[src/rtl/fifo_pkg.sv]
// Shared pointer helpers for the async FIFO read and write pointer blocks.
package fifo_pkg;

  localparam int unsigned PTR_MAX = 32;

  function automatic logic [PTR_MAX-1:0] bin2gray(input logic [PTR_MAX-1:0] bin);
    return bin ^ (bin >> 1);
  endfunction

  // Callers zero-extend narrower pointers; the zero upper bits decode to zero.
  function automatic logic [PTR_MAX-1:0] gray2bin(input logic [PTR_MAX-1:0] gray);
    logic [PTR_MAX-1:0] bin;
    bin = gray;
    for (int unsigned i = 1; i < PTR_MAX; i++) begin
      bin = bin ^ (gray >> i);
    end
    return bin;
  endfunction

endpackage

[src/rtl/fifo_prefetch_buf.sv]
// Two-entry register FIFO that holds prefetched memory words ahead of the consumer.
module fifo_prefetch_buf #(
  parameter int unsigned DATASIZE = 8
) (
  input  logic                clk,
  input  logic                rst_n,
  input  logic                push,
  input  logic [DATASIZE-1:0] din,
  input  logic                pop,
  output logic [1:0]          count,
  output logic [DATASIZE-1:0] head
);

  logic [DATASIZE-1:0] mem [2];
  logic                wr_ptr;
  logic                rd_ptr;

  // Storage and pointers; push and pop may coincide whenever count is nonzero.
  always_ff @(posedge clk or negedge rst_n) begin
    if (!rst_n) begin
      mem[0] <= '0;
      mem[1] <= '0;
      wr_ptr <= 1'b0;
      rd_ptr <= 1'b0;
      count  <= 2'd0;
    end else begin
      if (push) begin
        mem[wr_ptr] <= din;
        wr_ptr      <= ~wr_ptr;
      end
      if (pop) begin
        rd_ptr <= ~rd_ptr;
      end
      case ({push, pop})
        2'b10:   count <= 2'(count + 2'd1);
        2'b01:   count <= 2'(count - 2'd1);
        default: count <= count;
      endcase
    end
  end

  assign head = rd_ptr ? mem[1] : mem[0];

endmodule

[src/rtl/fifo_rd_prefetch.sv]
// Read-side controller of the async FIFO: read pointer, empty detection and a
// first-word-fall-through stream built on the memory's registered read port.
module fifo_rd_prefetch
  import fifo_pkg::*;
#(
  parameter int unsigned DATASIZE = 8,
  parameter int unsigned ADDRSIZE = 4
) (
  input  logic                rclk,
  input  logic                rrst_n,
  input  logic [ADDRSIZE:0]   rq2_wptr,
  output logic [ADDRSIZE:0]   rptr,
  output logic [ADDRSIZE-1:0] raddr,
  output logic                rinc_mem,
  input  logic [DATASIZE-1:0] rdata_mem,
  output logic                m_valid,
  input  logic                m_ready,
  output logic [DATASIZE-1:0] m_data,
  output logic                rempty
);

  localparam int unsigned PW = ADDRSIZE + 1;

  logic [PW-1:0] rbin;
  logic [PW-1:0] rbin_next;
  logic          inflight;
  logic [1:0]    count;
  logic [1:0]    occ;
  logic [1:0]    occ_after_pop;
  logic          mem_empty;
  logic          pop;

  assign mem_empty = (rptr == rq2_wptr);
  assign pop       = m_valid & m_ready;

  // Buffer slots already claimed, after this cycle's pop frees one; m_ready
  // feeds rinc_mem combinationally so a steady stream never stalls.
  assign occ           = 2'(count + 2'(inflight));
  assign occ_after_pop = 2'(occ - 2'(pop));
  assign rinc_mem      = !mem_empty && (occ_after_pop < 2'd2);

  assign raddr     = rbin[ADDRSIZE-1:0];
  assign rbin_next = PW'(rbin + PW'(1));

  always_ff @(posedge rclk or negedge rrst_n) begin
    if (!rrst_n) begin
      rbin     <= '0;
      rptr     <= '0;
      inflight <= 1'b0;
    end else begin
      inflight <= rinc_mem;
      if (rinc_mem) begin
        rbin <= rbin_next;
        rptr <= PW'(bin2gray(PTR_MAX'(rbin_next)));
      end
    end
  end

  // Read data arrives one cycle after issue and goes straight into the buffer.
  fifo_prefetch_buf #(
    .DATASIZE(DATASIZE)
  ) u_buf (
    .clk  (rclk),
    .rst_n(rrst_n),
    .push (inflight),
    .din  (rdata_mem),
    .pop  (pop),
    .count(count),
    .head (m_data)
  );

  assign m_valid = (count != 2'd0);
  assign rempty  = mem_empty && !inflight && (count == 2'd0);

endmodule
[config.mk]
export PLATFORM = sky130hd
export DESIGN_NAME = fifo_rd_prefetch
export DESIGN_NICKNAME = d
export VERILOG_FILES = /design/src/rtl/fifo_pkg.sv /design/src/rtl/fifo_prefetch_buf.sv /design/src/rtl/fifo_rd_prefetch.sv
export SDC_FILE = /design/constraint.sdc
export NUM_CORES = 1
export LEC_CHECK = 0
export CORE_UTILIZATION = 25
export CTS_CLUSTER_SIZE = 12
export DETAILED_ROUTE_END_ITERATION = 7
export PLACE_DENSITY = 0.53
export SETUP_SLACK_MARGIN = 0.05
export SYNTH_ARGS = -nofsm -noshare
export SYNTH_HDL_FRONTEND = slang
export SYNTH_SLANG_ARGS = --single-unit
[constraint.sdc]
create_clock -name rclk -period 2.1 [get_ports rclk]
set_input_delay 0.315 -clock rclk [delete_from_list [all_inputs] [get_ports rclk]]
set_output_delay 0.315 -clock rclk [all_outputs]
set_load 0.02 [all_outputs]
* Word-level counts from Yosys, hierarchy flattened
Index checks and enable logic that the tools add are counted.
** Storage, ports and cells
- Word-level logic and storage cells :: 38
- Register bits after elaboration :: 31
- Output and inout port bits :: 20
- Input port bits :: 16
** Operators by class
- Reduce and logical (&&, ||, !) cells :: 9
- Add/sub/neg operators :: 5
- Order comparisons :: 3
- Muxes and demuxes :: 5
- Equality and inequality tests :: 3
- Bitwise operators :: 5
** Operators by type and width (count)
- bitwise mux 16 bit :: 1
- two-way mux 8 bit :: 2
- demux 8 bit (select 1 bit) :: 1
- adder 5 x 1 -> 5 bit, second input constant :: 1
- equality test 5 bit :: 1
- XOR 5 x 4 -> 5 bit :: 1
- logical AND 1 bit :: 4
- case mux 2 bit (2 select lines) :: 1
- nonzero test 2 bit :: 2
- adder 2 x 1 -> 2 bit :: 1
- adder 2 x 1 -> 2 bit, second input constant :: 1
- equality test 2 x 1 -> 1 bit, second input constant :: 1
- equality test 2 bit, second input constant :: 1
- >= comparator 2 bit, second input constant :: 1
- logical NOT 1 bit :: 2
- logical NOT 2 bit :: 1
- less-than comparator 2 x 1 -> 1 bit, second input constant :: 1
- less-than comparator 2 bit, second input constant :: 1
- inverter 1 bit :: 2
- inverter 1 -> 2 bit :: 1
- subtractor 2 x 1 -> 2 bit :: 1
- subtractor 2 x 1 -> 2 bit, second input constant :: 1
- AND 1 bit :: 1

* Depth between registers and ports, before layout
- Depth in word-level cells :: 6
- Mapped depth :: 7
- Mapped depth without buffers :: 6

* Hierarchy
A second synthesis with hierarchy kept.
** Second synthesis, totals
- Cell total of the unflattened synthesis :: 116
- Area, all modules :: 1466.4 um^2
** Modules (own cells, without submodules)
- fifo_prefetch_buf :: cells each 55, area an instance 857.1 um^2, seq. area each 500.5 um^2, instances 1
- fifo_rd_prefetch :: cells each 61, area an instance 609.3 um^2, seq. area each 250.2 um^2, instances 1

* Least setup slack after synthesis
No wires, ideal clock.
- Path type :: register -> output
- From :: reg rptr[2]
- To :: out rempty
- Required time :: 1.785 ns
- Data arrival time :: 1.761 ns
- Cell stages (with the launch flop) :: 4
- Setup slack :: 0.024 ns
- Buffers on the path :: 0
- Cell sequence :: dfrtp_1 > xor2_1 > nor4_4 > nor4b_1
** On the way
- Word-level cells in the longest chain between the ends :: 3
** Ends and longest elaborated chain
- start, declared :: line fifo_rd_prefetch.sv:12 : output logic [ADDRSIZE:0] rptr,
- start signal, assigned :: line fifo_rd_prefetch.sv:54 : rptr <= PW'(bin2gray(PTR_MAX'(rbin_next)));
- equality test 5 bit :: line fifo_rd_prefetch.sv:33 : assign mem_empty = (rptr == rq2_wptr);
- logical AND 1 bit (2 in a row) :: line fifo_rd_prefetch.sv:73 : assign rempty = mem_empty && !inflight && (count == 2'd0);
- end, declared :: line fifo_rd_prefetch.sv:19 : output logic rempty
No other way between the ends.

* Final worst setup path
- From :: reg rptr[2]
- To :: out rinc_mem
** On the way
- Word-level cells in the longest chain between the ends :: 3
** Ends and longest elaborated chain
- equality test 5 bit :: line fifo_rd_prefetch.sv:33
- logical NOT 1 bit :: line fifo_rd_prefetch.sv:40 : assign rinc_mem = !mem_empty && (occ_after_pop < 2'd2);
- logical AND 1 bit :: line fifo_rd_prefetch.sv:40
- end, declared :: line fifo_rd_prefetch.sv:14 : output logic rinc_mem,
No other way between the ends.

==> impl_metrics.py <==
metrics = {
    "layout": {
        "antenna_cells": 0,
        "final_cell_area_mm2": 0.002202,
        "fill_cells": 553,
        "fin_cells": 246,
        "fin_util_pct": 38.80,
        "nets": 191,
        "drive_gt1_share_pct": 36.78,
        "area_growth_syn_to_layout_pct": 45.45,
    },
    "global_routing": {
        "antenna_found_initial": 0,
        "grtUsageTotal_pct": 11.31,
        "grt_pass1_wl_um": 5478,
        "grt-ovfl-total": 0,
        "grt_max_degree": 31,
        "grt_pass1_vias": 1159,
    },
    "sta": {
        "finalMaxSlewViolations": 0,
        "slew_headroom_pct": 73.80,
        "holdWs_ns": 0.4346,
        "max_freq_ghz": 0.4941,
        "final-setup-viol-count": 0,
        "finClkSkew_ns": 0.005186,
        "period_share_pct": 96.38,
        "hold_viol_final": 0,
        "rsz0062_at_grt": "true",
        "tns_ns": 0,
        "final.setup.worst_slack_ns": 0.07604,
        "period_needed_ns": 2.024,
        "worstMarginPinSlew_ns": 0.3929,
    },
    "routing": {
        "dr.pass1.iters": 4,
        "via_per_inst": 4.305,
        "ant_nets": 0,
        "wirelength_um": 3254,
        "dr.first_iter.drc_count": 21,
        "wl_per_cell_um": 13.23,
        "drc": 0,
        "vias": 1059,
    },
    "setup_path": {
        "critical_path.max_fanout": 2,
        "path_cells": "xor2_2 -> nor4_4 -> buf_4 -> o2bb2ai_4 -> inv_2 -> buf_6",
        "reg2regPathDepth": 6,
        "cp_num_buf_inv": 3,
        "crit_family": "flip-flops",
        "critPathKind": "flip-flop to primary output",
        "slowest_delay_ns": 0.41,
        "end_kind": "primary output",
        "worst_path_max_delay_cell": "dfrtp_1",
        "r2r-start": "rptr[2]$_DFFE_PN0P_",
        "rr_endpoint": "rbin[1]$_DFFE_PN0P_",
        "required_ns": 1.78,
        "cp-start-kind": "flip-flop",
        "critical_path_depth": 6,
        "r2r_setup_slack_ns": 0.19,
        "worstPathArrival_ns": 1.71,
    },
    "synthesis": {
        "yosys_warnings": 0,
        "synth.most_common_cell": "dfrtp_1",
        "synth.net_count": 138,
        "synthTopCellsByArea": "dfrtp_1 (50%), mux2_2 (18%), xor2_1 (5.8%)",
        "ys_seq_elements": 30,
        "netlist.area_leader.share_pct": 49.59,
        "syn-instance-count": 121,
        "synth_commonest_cells": "dfrtp_1 (30), mux2_2 (24), xor2_1 (10)",
        "ys_seq_area_share_pct": 49.59,
        "yosys.area.top_type": "dfrtp_1",
        "synthFlopType": "dfrtp_1",
        "ys_types": 35,
        "async_flop_share_pct": 100.0,
        "syn_avg_cell_area_um2": 12.51,
        "synth_edf_count": 0,
        "synth_area_mm2": 0.001514,
    },
    "floorplan": {
        "initial_core_util_pct": 26.68,
        "die_area_mm2": 0.006371,
        "die_h_um": 79.82,
        "rows": 27,
        "die_w_um": 79.82,
        "io_pins": 36,
        "core_mm2": 0.005675,
    },
    "clocking": {
        "cts_made_buffers": 5,
        "cts-root-buf": "clkbuf_8",
        "clockBufferDepth": 2,
        "clk_pin_slew_ns": 0.06,
        "cts-htree-levels": 2,
        "cts_tree": "built",
        "hold_buffers": 0,
        "clock-sinks": 30,
        "clk_latency_ns": 0.28,
    },
    "placed_design": {
        "placed_area_mm2": 0.002016,
        "dp_slack_ns": -0.3833,
        "port_buffers": 35,
        "place.gp.congestion": 0.8099,
        "place_inst": 235,
        "hpwl_um": 2297,
    },
    "job": {
        "maxCapViolCount": 0,
    },
    "power": {
        "power_mw": 4.181,
        "leakage_nw": 0.9292,
        "ir_drop_uv": 839.3,
        "powerDensity_mw_per_mm2": 1899,
    },
    "run_status": {
        "outcome": "completed",
    },
    "hold_path": {
        "holdCritPathClass": "input port to asynchronous set/reset pin",
    },
}
[cell families after synthesis]
kind of cell | Yosys count | share of synthesized area (%)
XOR/XNOR | 17 | 10.33
multiplexers | 26 | 19.50
buffers and inverters | 10 | 3.554
adder cells (fa/ha/maj) | 1 | 0.8263
flip-flops | 30 | 49.59
AO/OA/AOI/OAI | 12 | 5.785
AND/OR/NAND/NOR | 25 | 10.41
[timing repair]
action | in CTS | in global routing
resized for setup | 17 | 5
setup buffers | 1 | 3
endpoints found under the hold margin | 0 | 0
pin swaps | 1 | 2
setup endpoints to repair | 10 | 10
[layer usage]
metal,vias up,share of wire (%),track usage (%)
met5,-,0,0
met4,0,1.8,3.750
met3,8,5.2,3.200
met2,32,49,19.23
met1,510,44,13.66
li1,509,-,-
[worst reg2reg max path, delay by kind of cell (launching register included)]
| family | cells | cell delay, ns |
|---|---|---|
| AO/OA/AOI/OAI | 1 | 0.12 |
| multiplexers | 1 | 0.33 |
| flip-flops | 1 | 0.41 |
| AND/OR/NAND/NOR | 1 | 0.33 |
| XOR/XNOR | 1 | 0.20 |
| buffers and inverters | 2 | 0.40 |
[where the power goes]
part	internal (mW)	switching [mW]
Combinational	1.32	1.12
Sequential	0.895	0.260
Clock	0.379	0.207
Total	2.60	1.58
[how the worst max path moves through the flow]
stage	from	end	slack (ns)
floorplan	rptr[2]$_DFFE_PN0P_	rempty	0.29
global placement	rq2_wptr[2]	rempty	-0.36
global route	rptr[2]$_DFFE_PN0P_	rinc_mem	0.007
detailed placement	rq2_wptr[2]	rempty	-0.38
finish	rptr[2]$_DFFE_PN0P_	rinc_mem	0.08
CTS	rptr[0]$_DFFE_PN0P_	rinc_mem	0.05
[cell usage in the layout, fill, tap and decap left out, types with 2 or more instances in the layout]
master,instances
mux2_2,24
buf_4,17
xor2_1,7
inv_1,4
o21ai_1,3
clkdlybuf4s50_1,30
dfrtp_1,29
nand2b_1,3
nand2_1,8
xor2_2,3
nor2_1,2
o22ai_1,2
dlygate4sd2_1,2
clkbuf_8,6
nand3_1,2
xnor2_1,6
[sequential cells by signal (all words and copies together) (netlist names)]
register,flops
u_buf.count,2
inflight,1
rptr,5
rbin,4
u_buf.rd_ptr,1
u_buf.wr_ptr,1
u_buf.mem,16
[layout make-up]
| type | instances | area, um2 | share of cell area (%) |
|---|---|---|---|
| clock buffers | 6 | 82.58 | 3.750 |
| clock inverters | 1 | 30.03 | 1.364 |
| inverters | 5 | 18.77 | 0.8523 |
| multi-input cells | 81 | 759.5 | 34.49 |
| flip-flops and latches | 30 | 752.0 | 34.15 |
| well taps | 72 | 90.09 | 4.091 |
| repair buffers | 51 | 469.2 | 21.31 |
(Power assumes the default switching activity.)
